$ cat src/rtl/rv32_imm_sched.sv
//------------------------------------------------------------------------------
// Module   : rv32_imm_sched (with rv32_imm_gen)
// Brief    : Round-robin arbiter sharing one RV32 immediate generator among
//            NUM_HARTS requesters; single-entry registered output stage.
//            Optional counters: define RV32_IMM_SCHED_STATS_EN.
// Revision : 1.0 - initial release
//------------------------------------------------------------------------------
`default_nettype none

`ifndef XPR_LEN
`define XPR_LEN 32
`endif

module rv32_imm_gen (
    input  logic [31:0] instr,
    output logic [31:0] imm
);
    localparam logic [6:0] c_op_lui    = 7'b0110111;
    localparam logic [6:0] c_op_auipc  = 7'b0010111;
    localparam logic [6:0] c_op_jal    = 7'b1101111;
    localparam logic [6:0] c_op_jalr   = 7'b1100111;
    localparam logic [6:0] c_op_branch = 7'b1100011;
    localparam logic [6:0] c_op_load   = 7'b0000011;
    localparam logic [6:0] c_op_store  = 7'b0100011;
    localparam logic [6:0] c_op_opimm  = 7'b0010011;
    localparam logic [6:0] c_op_system = 7'b1110011;

    logic [31:0] w_imm_i;
    logic [31:0] w_imm_s;
    logic [31:0] w_imm_b;
    logic [31:0] w_imm_u;
    logic [31:0] w_imm_j;
    logic [31:0] w_imm_z;

    assign w_imm_i = {{20{instr[31]}}, instr[31:20]};
    assign w_imm_s = {{20{instr[31]}}, instr[31:25], instr[11:7]};
    assign w_imm_b = {{19{instr[31]}}, instr[31], instr[7], instr[30:25], instr[11:8], 1'b0};
    assign w_imm_u = {instr[31:12], 12'b0};
    assign w_imm_j = {{11{instr[31]}}, instr[31], instr[19:12], instr[20], instr[30:21], 1'b0};
    assign w_imm_z = {27'b0, instr[19:15]};

    always_comb begin
        imm = '0;
        case (instr[6:0])
            c_op_lui, c_op_auipc:            imm = w_imm_u;
            c_op_jal:                        imm = w_imm_j;
            c_op_jalr, c_op_load, c_op_opimm: imm = w_imm_i;
            c_op_branch:                     imm = w_imm_b;
            c_op_store:                      imm = w_imm_s;
            // CSR immediate forms (funct3[2]=1) carry zimm; register forms expose the CSR address
            c_op_system:                     imm = instr[14] ? w_imm_z : w_imm_i;
            default:                         imm = '0;
        endcase
    end
endmodule

module rv32_imm_sched #(
    parameter  int NUM_HARTS = 8,
    localparam int HART_W    = $clog2(NUM_HARTS),
    localparam int XLEN      = `XPR_LEN
) (
    input  logic                      clk,
    input  logic                      rst,
    input  logic [NUM_HARTS-1:0]      req_valid,
    input  logic [NUM_HARTS*XLEN-1:0] req_instr,
    output logic [NUM_HARTS-1:0]      req_ready,
    output logic                      out_valid,
    input  logic                      out_ready,
    output logic [HART_W-1:0]         out_hart,
    output logic [XLEN-1:0]           out_instr,
    output logic [XLEN-1:0]           out_imm
`ifdef RV32_IMM_SCHED_STATS_EN
    ,
    output logic [31:0]               grant_cnt,
    output logic [31:0]               stall_cnt
`endif
);
    logic                r_out_valid;
    logic [HART_W-1:0]   r_out_hart;
    logic [XLEN-1:0]     r_out_instr;
    logic [XLEN-1:0]     r_out_imm;
    logic [HART_W-1:0]   r_rr_ptr;

    logic                w_can_load;
    logic                w_grant_en;
    logic [HART_W-1:0]   w_grant_idx;
    logic [HART_W-1:0]   w_next_ptr;
    logic [XLEN-1:0]     w_instr_arr [NUM_HARTS];
    logic [XLEN-1:0]     w_grant_instr;
    logic [XLEN-1:0]     w_grant_imm;

    genvar h;
    generate
        for (h = 0; h < NUM_HARTS; h++) begin : g_unpack
            assign w_instr_arr[h] = req_instr[h*XLEN +: XLEN];
        end
    endgenerate

    assign w_can_load = !r_out_valid || out_ready;
    assign w_grant_en = w_can_load && (|req_valid) && !rst;

    // Rotating priority: first valid requester at or after r_rr_ptr wins
    always_comb begin
        logic hit;
        int   pos;
        hit         = 1'b0;
        pos         = 0;
        w_grant_idx = '0;
        for (int k = 0; k < NUM_HARTS; k++) begin
            pos = int'(r_rr_ptr) + k;
            if (pos >= NUM_HARTS) begin
                pos = pos - NUM_HARTS;
            end
            if (!hit && req_valid[pos[HART_W-1:0]]) begin
                hit         = 1'b1;
                w_grant_idx = pos[HART_W-1:0];
            end
        end
    end

    assign w_next_ptr    = (w_grant_idx == HART_W'(NUM_HARTS - 1)) ? '0 : w_grant_idx + 1'b1;
    assign w_grant_instr = w_instr_arr[w_grant_idx];
    assign req_ready     = w_grant_en ? (NUM_HARTS'(1) << w_grant_idx) : '0;

    rv32_imm_gen u_imm_gen (
        .instr (w_grant_instr),
        .imm   (w_grant_imm)
    );

    always_ff @(posedge clk) begin
        if (rst) begin
            r_out_valid <= 1'b0;
            r_out_hart  <= '0;
            r_out_instr <= '0;
            r_out_imm   <= '0;
            r_rr_ptr    <= '0;
        end else if (w_grant_en) begin
            r_out_valid <= 1'b1;
            r_out_hart  <= w_grant_idx;
            r_out_instr <= w_grant_instr;
            r_out_imm   <= w_grant_imm;
            r_rr_ptr    <= w_next_ptr;
        end else if (w_can_load) begin
            r_out_valid <= 1'b0;
        end
    end

    assign out_valid = r_out_valid;
    assign out_hart  = r_out_hart;
    assign out_instr = r_out_instr;
    assign out_imm   = r_out_imm;

`ifdef RV32_IMM_SCHED_STATS_EN
    logic [31:0] r_grant_cnt;
    logic [31:0] r_stall_cnt;

    always_ff @(posedge clk) begin
        if (rst) begin
            r_grant_cnt <= '0;
            r_stall_cnt <= '0;
        end else begin
            if (w_grant_en) begin
                r_grant_cnt <= r_grant_cnt + 32'd1;
            end
            if ((|req_valid) && !w_can_load) begin
                r_stall_cnt <= r_stall_cnt + 32'd1;
            end
        end
    end

    assign grant_cnt = r_grant_cnt;
    assign stall_cnt = r_stall_cnt;
`endif
endmodule

`default_nettype wire

$ cat config.mk
export PLATFORM = sky130hd
export DESIGN_NAME = rv32_imm_sched
export DESIGN_NICKNAME = d
export VERILOG_FILES = /design/src/rtl/rv32_imm_sched.sv
export SDC_FILE = /design/constraint.sdc
export NUM_CORES = 1
export LEC_CHECK = 0
export CORE_AREA = 2 2 132 134
export DETAILED_ROUTE_END_ITERATION = 10
export DIE_AREA = 0 0 134 136
export GPL_ROUTABILITY_DRIVEN = 0
export PLACE_DENSITY = 0.74
export RECOVER_POWER = 50
export SLEW_MARGIN = 10
export SYNTH_ARGS = -nofsm -noshare
export SYNTH_HDL_FRONTEND = slang
export SYNTH_SLANG_ARGS = --single-unit
$ cat constraint.sdc
create_clock -name clk -period 7.71 [get_ports clk]
set_input_delay 1.1565 -clock clk [delete_from_list [all_inputs] [get_ports clk]]
set_output_delay 1.1565 -clock clk [all_outputs]
set_load 0.005 [all_outputs]
; Word-level counts from Yosys, hierarchy flattened
; Index checks and enable logic that the tools add are counted.
[word_totals]
regBits = 71
word_cells = 121
input_bits = 267
output_inout_bits = 76
[op_classes]
n_eq_ne = 10
reduce_logical = 23
add_sub_neg = 16
n_mux = 48
bitwise = 1
shift = 1
n_lt_le_gt_ge = 17
[ops]
columns = cell, n
row1 = $pmux 32 s6, 1
row2 = $bmux 32 s3, 1
row3 = $mux 32, 3
row4 = $mux 3, 17
row5 = $ge 4x4->1 const B, 8
row6 = $lt 3x4->1 const B, 8
row7 = $eq 7x7->1 const B, 4
row8 = $bmux 1 s3, 8
row9 = $sub 3x1->3 const B, 8
row10 = $mux 1, 17
row11 = $add 3x3->4 const B, 4
row12 = $eq 7x5->1 const B, 2
row13 = $eq 7x6->1 const B, 2
row14 = $logic_and 1x1->1, 9
row15 = $logic_not 1->1, 9
row16 = $add 3x2->4 const B, 2
row17 = $mux 8, 1
row18 = $reduce_or 8->1, 1
row19 = $shl 1x3->8 const A, 1
row20 = $eq 7x2->1 const B, 1
row21 = $add 3x1->4 const B, 1
row22 = $ge 3x4->1 const B, 1
row23 = $not 3->4, 1
row24 = $add 3x1->3 const B, 1
row25 = other kinds (5), 5

; Depth between registers and ports, before layout
; Gate-level depths: netlist (run 1).
[depth]
ltp_word = 33
mapped_depth = 22
ltp_nobuf = 15

; By module
; From an unflattened synthesis (run 1), not the netlist that was laid out.
[unflattened]
hier_cells = 872
area_unflattened_um2 = 6374.9
[by_module_without_submodules]
columns = mod, area_per_inst_um2, seq_area_each_um2, cells_per_inst, n_inst
row1 = rv32_imm_sched, 5840.6, 1421.4, 802, 1
row2 = rv32_imm_gen, 534.3, 0.0, 70, 1

; Worst setup path after synthesis (run 1)
; No wires, ideal clock.
[synth_timing]
path_type = register to output
start = register r_rr_ptr[1]
end = output req_ready[0]
n_path_buf = 8
arrival_ns = 4.640
stages_incl_launch_ff = 18
setup_slack_ns = 1.913
required_time_ns = 6.554
cell_sequence = dfxtp_1 buf_2 buf_1 inv_1 ha_1 buf_6 mux4_2 mux2i_1 o311ai_1 o21a_1 a221oi_4 buf_6 buf_2 buf_1 clkbuf_1 clkbuf_1 ha_1 and3_1
[synth_via]
elab_chain_len = 28
word_cells_on_any_way = 78
classes_between = add/sub (15) / order compare (8) / shift (1) / mux (40) / reduce/logical (14)
[synth_lines]
columns = element, line
row1 = start: declaration, 82  ; logic [HART_W-1:0] r_rr_ptr;
row2 = start signal: assignment, 142  ; r_rr_ptr <= w_next_ptr;
row3 = "parallel branches: the longest is 25 deep, another holds $add 3x1->4", --
row4 = $mux 3 *, 114  ; if (!hit && req_valid[pos[HART_W-1:0]]) begin
row5 = $shl 1x3->8 *, 123  ; assign req_ready = w_grant_en ? (NUM_HARTS'(1) << w_grant_idx) : '0;
row6 = $mux 8 *, 123
row7 = end: declaration, 66  ; output logic [NUM_HARTS-1:0] req_ready,
; Mark *: on every way between the ends. The select of a mux whose other input is x is not followed.

; Worst setup path in the final report (run 1)
[layout_timing]
start = register r_rr_ptr[0]
end = register r_out_imm[31] (netlist: out_imm[31])
[layout_via]
elab_chain_len = 33
word_cells_on_any_way = 93
classes_between = add/sub (15) / order compare (8) / eq/ne (9) / mux (44) / bitwise (1) / reduce/logical (16)
[layout_lines]
columns = element, line
row1 = "parallel branches: the longest is 25 deep, another holds $add 3x1->4", --
row2 = $mux 3 *, 114
row3 = $not 3->4 (implied by the code) *, 122  ; assign w_grant_instr = w_instr_arr[w_grant_idx];
row4 = $bmux 32 s3 *, 122
row5 = $mux 32 (implied by the code) * (2 in series), 122
row6 = "$eq 7x7->1, or another cell as far along", 44  ; case (instr[6:0])
row7 = $reduce_or 3->1 / $reduce_or 2->1 (equally long branches), 44
row8 = $pmux 32 s6 *, 44
row9 = end signal: assignment, 141  ; r_out_imm <= w_grant_imm;
row10 = end: declaration, 81  ; logic [XLEN-1:0] r_out_imm;
; Marks and branches as above.
; A chain may end at the register's enable or synchronous reset.

==> flow_metrics.env, run 1 <==
export IMPL_run_status="completed"
export IMPL_tritoncts_clock_tree="built"
export IMPL_synthesis_area_sq_um=6210
export IMPL_worst_setup_path_start_kind="flop"
export IMPL_clock_tree_buffer_depth=2
export IMPL_clk_pin_slew_worst_paths_ns=0.06
export IMPL_firstDrtPassIters=7
export IMPL_synth_top_flop_cell="sky130_fd_sc_hd__dfxtp_1"
export IMPL_drcViolationCount=0
export IMPL_grt_setup_unrepaired="false"
export IMPL_grt_ovfl_total=0
export IMPL_postSynthRegisterBits=71
export IMPL_fin_ws_ns=1.04
export IMPL_cts_repair_resized=0
export IMPL_cts_root_buffer_cell="sky130_fd_sc_hd__clkbuf_16"
export IMPL_fp_row_count=48
export IMPL_commonest_non_fill_non_tap_cell_in_the_layout="sky130_fd_sc_hd__clkdlybuf4s50_1"
export IMPL_timing_hold_worst_class="reg -> reg"
export IMPL_floorplan_die_area_sq_um=18200
export IMPL_top_level_ports=343
export IMPL_number_of_synthesized_flops_with_an_enable_pin=0
export IMPL_number_of_nets_produced_by_synthesis=1128
export IMPL_synth_area_per_cell_sq_um=7.29
export IMPL_detailedPlacementHpwl_mm=22.6
export IMPL_gate_count_after_technology_mapping=853
export IMPL_horiz_die_dim_microns=134
export IMPL_via_count=7770
export IMPL_clock_sinks=71
export IMPL_worst_case_clock_skew_ns=0.00676
export IMPL_grt_pass1_vias=7012
export IMPL_detail_route_wirelength_mm=28.6
export IMPL_holdBufCountCts=0
export IMPL_holdWs_ns=0.447
export IMPL_drt_iter0_drc=646
export IMPL_area_growth_synth_to_final_pct=61.4
export IMPL_worst_path_max_fanout=36
export IMPL_use_met2=0.502
export IMPL_timing_max_transition_violations_final=0
export IMPL_grt_start_max_net_pins=69
export IMPL_global_route_peak_usage_layer="met2"
export IMPL_slew_headroom=0.295
export IMPL_cts_htree_levels=3
export IMPL_grt_antenna_before_repair=4
export IMPL_ir_worst_vdd_mv=0.426
export IMPL_grt_util_met1=0.376
export IMPL_sequential_area_share_after_synthesis=0.229
export IMPL_pd_cells_nw_per_um2=583
export IMPL_grt_usage=0.297
export IMPL_grt_met3_usage=0.0723
export IMPL_ant_nets=0
export IMPL_report_final_setup_viol=0
export IMPL_end_kind="flop"
export IMPL_die_h_microns=136
export IMPL_clock_latency_ns=0.33
export IMPL_num_nets_final=1423
export IMPL_placement_io_buffers=342
export IMPL_setup_tns_final_ns=0
export IMPL_async_reset_ff_frac=0
export IMPL_layout_cells_most_common_list="273 x sky130_fd_sc_hd__clkdlybuf4s50_1, 252 x sky130_fd_sc_hd__nand2_1, 71 x sky130_fd_sc_hd__dfxtp_1, 69 x sky130_fd_sc_hd__dlygate4sd3_1, 59 x sky130_fd_sc_hd__nor2_1"
export IMPL_number_of_setup_buffers_added_after_cts=0
export IMPL_number_of_distinct_library_cells_after_synthesis=84
export IMPL_final_layout_size_suffix_gt1_frac=0.0773
export IMPL_clock_fmax_mhz=150
export IMPL_timing_worst_slew_pin_value_ns=1.05
export IMPL_preCtsSetupSlack_ns=1.30
export IMPL_max_cap_viol_count=0
export IMPL_fp_coreArea_sq_um=16900
export IMPL_routed_via_density=5.64
export IMPL_worst_ep_required_time_ns=7.96
export IMPL_numCtsBuffers=9
export IMPL_worst_r2r_setup_slack_ns=1.04
export IMPL_power_static_leakage_nw=3.97
export IMPL_wl_per_cell_microns=20.7
export IMPL_grt_pass1_wl_mm=41.3
export IMPL_period_minus_ws_final_ns=6.67
export IMPL_hold_viol_final=0
export IMPL_worst_setup_path_type="reg -> reg"
export IMPL_worstPathArrival_ns=6.92
export IMPL_yosys_warnings=0
export IMPL_floorplan_initialDensity=0.368
export IMPL_final_period_utilization=0.865
final cells by class:
class / instances / area, sq um
fill: 1566 / 6850
multi-input combinational: 702 / 4430
timing repair buffer: 353 / 3510
sequential: 71 / 1420
tap: 225 / 282
clock buffer: 10 / 239
clock inverter: 5 / 106
inverter: 11 / 45.0
antenna: 1 / 2.50
power breakdown:
part	total, mW	internal [mW]	switching (mW)
clock network	0.483	0.323	0.159
registers	0.607	0.515	0.0918
logic	4.76	1.67	3.09
total	5.85	2.51	3.34
flip-flops by register name, summed over array words and instances (netlist names):
signal	cells
out_instr	32
out_valid	1
r_rr_ptr	3
out_imm	32
out_hart	3
cells by family (layout without fill, tap and decap cells):
kind of cell	count (synthesis)	after routing	share of synthesized area
simple gates	428	428	0.308
compound gates	204	204	0.254
buf+inv	80	379	0.0604
flops	71	71	0.229
mux	59	59	0.129
fa+ha+maj	8	8	0.0161
xor+xnor	3	3	0.00423
other cells	0	1	0
synthesized netlist by cell type, types with 7 or more instances:
master / count / area [sq um]
sky130_fd_sc_hd__nand2_1: 252 / 946
sky130_fd_sc_hd__dfxtp_1: 71 / 1420
sky130_fd_sc_hd__nor2_1: 61 / 229
sky130_fd_sc_hd__mux2i_1: 38 / 380
sky130_fd_sc_hd__clkbuf_1: 34 / 128
sky130_fd_sc_hd__a21oi_1: 27 / 135
sky130_fd_sc_hd__a32oi_1: 26 / 228
sky130_fd_sc_hd__o21ai_0: 26 / 130
sky130_fd_sc_hd__and3_1: 25 / 156
sky130_fd_sc_hd__nand3_1: 24 / 120
sky130_fd_sc_hd__a31oi_1: 16 / 100
sky130_fd_sc_hd__o211ai_1: 16 / 120
sky130_fd_sc_hd__mux4_2: 15 / 338
sky130_fd_sc_hd__buf_2: 14 / 70.1
sky130_fd_sc_hd__and2_1: 12 / 75.1
sky130_fd_sc_hd__buf_1: 12 / 45.0
sky130_fd_sc_hd__nand4_1: 12 / 75.1
sky130_fd_sc_hd__o221ai_1: 11 / 96.3
sky130_fd_sc_hd__o21ai_2: 10 / 87.6
sky130_fd_sc_hd__a311oi_1: 9 / 78.8
sky130_fd_sc_hd__ha_1: 8 / 100
sky130_fd_sc_hd__o21ai_1: 8 / 40.0
sky130_fd_sc_hd__inv_1: 7 / 26.3
final timing paths:
kind                from           to  cells past startpoint
max          r_rr_ptr[0]  out_imm[31]                     16
min           out_imm[7]   out_imm[7]                      2
max reg2reg  r_rr_ptr[0]  out_imm[31]                     16
min reg2reg   out_imm[7]   out_imm[7]                      2
stage by stage:
stage | utilization | power, mW | area (sq um) | instances
floorplan | - | 3.90 | 6210 | 853
finish | 0.594 | 5.85 | 10000 | 1378
detailed placement | 0.574 | 5.34 | 9690 | 1362
CTS | 0.595 | 5.84 | 10000 | 1377
global route | 0.594 | 6.27 | 10000 | 1378
global placement | 0.574 | 5.32 | 9690 | 1362
per-layer routing:
layer	vias up	part of all wire
met5	-	0.00077
met4	4	0.024
met3	53	0.081
met2	388	0.49
met1	3617	0.40
li1	3708	-
critical path: stages (launching register included):
cell	delay, ns
sky130_fd_sc_hd__dfxtp_1	0.80
sky130_fd_sc_hd__inv_1	0.22
sky130_fd_sc_hd__ha_1	0.68
sky130_fd_sc_hd__mux4_2	0.64
sky130_fd_sc_hd__mux2i_1	0.32
sky130_fd_sc_hd__nor4b_1	0.48
sky130_fd_sc_hd__a21oi_1	0.12
sky130_fd_sc_hd__o22a_2	0.24
sky130_fd_sc_hd__buf_4	0.25
sky130_fd_sc_hd__inv_1	0.23
sky130_fd_sc_hd__buf_4	0.40
sky130_fd_sc_hd__a2111oi_0	0.16
sky130_fd_sc_hd__nor4_1	0.71
sky130_fd_sc_hd__nand4b_1	0.38
sky130_fd_sc_hd__o211ai_1	0.26
sky130_fd_sc_hd__nand2_1	0.40
sky130_fd_sc_hd__a21oi_1	0.28
Power figures use the tool's default switching activity.
==> run 2, diff against run 1 <==
--- a/config.mk
+++ b/config.mk
@@ -10,8 +10,6 @@
 export DIE_AREA = 0 0 134 136
 export GPL_ROUTABILITY_DRIVEN = 0
 export PLACE_DENSITY = 0.74
-export RECOVER_POWER = 50
-export SLEW_MARGIN = 10
 export SYNTH_ARGS = -nofsm -noshare
 export SYNTH_HDL_FRONTEND = slang
 export SYNTH_SLANG_ARGS = --single-unit
==> run 2 against run 1 <==
Effect of this change: non-clock buffer count unchanged; routed wire length barely moved; final cell count unchanged; largest cell class unchanged; die area is the same.
==> flow_metrics.env, run 2 (synthesis results as in run 1) <==
export IMPL_power_share_clock=0.082
export IMPL_timing_critical_path_slowest_cell_delay_ns=0.80
export IMPL_timing_max_transition_violations_final=0
export IMPL_report_final_setup_viol=0
export IMPL_slew_headroom=0.291
export IMPL_timing_worst_slew_pin_value_ns=1.06
export IMPL_use_met2=0.502
export IMPL_number_of_setup_buffers_added_after_cts=0
export IMPL_drt_iter0_drc=610
export IMPL_ir_worst_vdd_mv=0.427
export IMPL_clock_tree_buffer_depth=2
export IMPL_tritoncts_clock_tree="built"
export IMPL_worst_path_dominant_cell_family="buffers and inverters"
export IMPL_grt_antenna_before_repair=4
export IMPL_grt_ovfl_total=0
export IMPL_finalInstanceArea_sq_um=10000
export IMPL_routed_via_density=5.62
export IMPL_clock_latency_ns=0.33
export IMPL_floorplan_initialDensity=0.368
export IMPL_post_dp_cell_area_sq_um=9690
export IMPL_horiz_die_dim_microns=134
export IMPL_cp_slowest_cell="sky130_fd_sc_hd__dfxtp_1"
export IMPL_drcViolationCount=0
export IMPL_clock_fmax_mhz=156
export IMPL_timing_hold_worst_class="reg -> reg"
export IMPL_layout_cells_most_common_list="342 x sky130_fd_sc_hd__clkdlybuf4s50_1, 252 x sky130_fd_sc_hd__nand2_1, 71 x sky130_fd_sc_hd__dfxtp_1, 59 x sky130_fd_sc_hd__nor2_1, 38 x sky130_fd_sc_hd__mux2i_1"
export IMPL_final_layout_size_suffix_gt1_frac=0.0790
export IMPL_area_growth_synth_to_final_pct=61.5
export IMPL_worst_path_max_fanout=68
export IMPL_die_h_microns=136
export IMPL_holdBufCountCts=0
export IMPL_power_static_leakage_nw=3.79
export IMPL_hold_viol_final=0
export IMPL_worstPathBufferInverterCount=3
export IMPL_numCtsBuffers=9
export IMPL_critical_path_most_common_cell="sky130_fd_sc_hd__ha_1"
export IMPL_worst_case_clock_skew_ns=0.00641
export IMPL_cts_root_buffer_cell="sky130_fd_sc_hd__clkbuf_16"
export IMPL_wl_per_cell_microns=20.7
export IMPL_ant_nets=0
export IMPL_critical_path_cell_chain="inv_1 -> ha_1 -> mux4_2 -> mux2i_1 -> o311ai_1 -> o21a_1 -> a221oi_4 -> buf_4 -> ha_1 -> and3_1 -> clkdlybuf4s50_1"
export IMPL_clk_pin_slew_worst_paths_ns=0.06
export IMPL_max_cap_viol_count=0
export IMPL_cts_repair_resized=0
export IMPL_commonest_non_fill_non_tap_cell_in_the_layout="sky130_fd_sc_hd__clkdlybuf4s50_1"
export IMPL_pwr_share_comb=0.814
export IMPL_grt_util_met1=0.376
export IMPL_end_kind="output port"
export IMPL_setup_tns_final_ns=0
export IMPL_grt_setup_unrepaired="false"
export IMPL_grt_start_max_net_pins=69
export IMPL_switchingPower_mw=3.34
export IMPL_worstPathArrival_ns=5.27
export IMPL_worst_setup_path_type="reg -> out"
export IMPL_holdWs_ns=0.452
export IMPL_final_fill_count=1565
export IMPL_part_of_the_power_in_registers=0.104
export IMPL_fp_row_count=48
export IMPL_switching_share=0.567
export IMPL_clock_sinks=71
export IMPL_grt_pass1_vias=7012
export IMPL_grt_usage=0.297
export IMPL_cts_htree_levels=3
export IMPL_firstDrtPassIters=5
export IMPL_detail_route_wirelength_mm=28.6
export IMPL_via_count=7746
export IMPL_run_status="completed"
export IMPL_worst_r2r_setup_slack_ns=1.30
export IMPL_grt_met3_usage=0.0723
export IMPL_top_level_ports=343
export IMPL_final_period_utilization=0.833
export IMPL_internal_power_mw=2.56
export IMPL_pd_cells_nw_per_um2=588
export IMPL_fp_coreArea_sq_um=16900
export IMPL_period_minus_ws_final_ns=6.42
export IMPL_global_route_peak_usage_layer="met2"
export IMPL_grt_pass1_wl_mm=41.3
export IMPL_floorplan_die_area_sq_um=18200
export IMPL_num_nets_final=1423
export IMPL_placement_io_buffers=342
export IMPL_worst_setup_path_start_kind="flop"
export IMPL_worst_ep_required_time_ns=6.55
export IMPL_detailedPlacementHpwl_mm=22.6
run 2: changes by cell type in the layout (fill, tap and decap cells not counted):
cell / change
sky130_fd_sc_hd__dlygate4sd3_1: -69
sky130_fd_sc_hd__inv_1: -1
sky130_fd_sc_hd__nor4b_2: +1
sky130_fd_sc_hd__clkdlybuf4s50_1: +69
sky130_fd_sc_hd__nor4b_1: -1
sky130_fd_sc_hd__inv_2: +1
run 2: tightest hold or removal path: cells and delay by family, from the launching register on:
| kind | cells | cell delay (ns) |
|---|---|---|
| flops | 1 | 0.32 |
| simple gates | 1 | 0.06 |
| compound gates | 1 | 0.05 |
run 2: stage by stage:
step                utilization  total power [mW]  cells  setup WS, ns
global placement          0.574              5.32   1362          1.40
global route              0.595              6.33   1378         0.728
floorplan                     -              3.90    853          1.91
CTS                       0.595              5.84   1377          1.24
detailed placement        0.574              5.34   1362          1.30
finish                    0.595              5.90   1378          1.29
run 2: cell type report:
class	instances	area [sq um]	share of cell area
clock inverter	5	106	0.0106
timing repair buffer	353	3510	0.349
inverter	11	45.0	0.00449
sequential	71	1420	0.142
clock buffer	10	239	0.0238
tap	225	282	0.0281
antenna	1	2.50	0.000249
multi-input combinational	702	4430	0.442
run 2: final timing paths:
path / startpoint / end / cells after the start
worst min-delay path: out_imm[7] / out_imm[7] / 2
worst min register to register: out_imm[7] / out_imm[7] / 2
worst max register to register: r_rr_ptr[0] / out_imm[31] / 16
worst max-delay path: r_rr_ptr[0] / req_ready[1] / 11
run 2: metal layers:
metal  routed length, microns  vias to the layer above
met5                       22                        -
met3                     2420                       41
met2                    14000                      394
met1                    11400                     3599
li1                         -                     3708
met4                      677                        4
run 2: power by group through the flow:
stage	clock network, mW	logic (mW)	registers, mW
4_1_cts	0.483	4.75	0.612
5_1_grt	0.503	5.19	0.630
3_5_place_dp	0	4.72	0.618
6_report	0.484	4.81	0.612
3_3_place_gp	0	4.70	0.612
2_1_floorplan	0	3.31	0.596
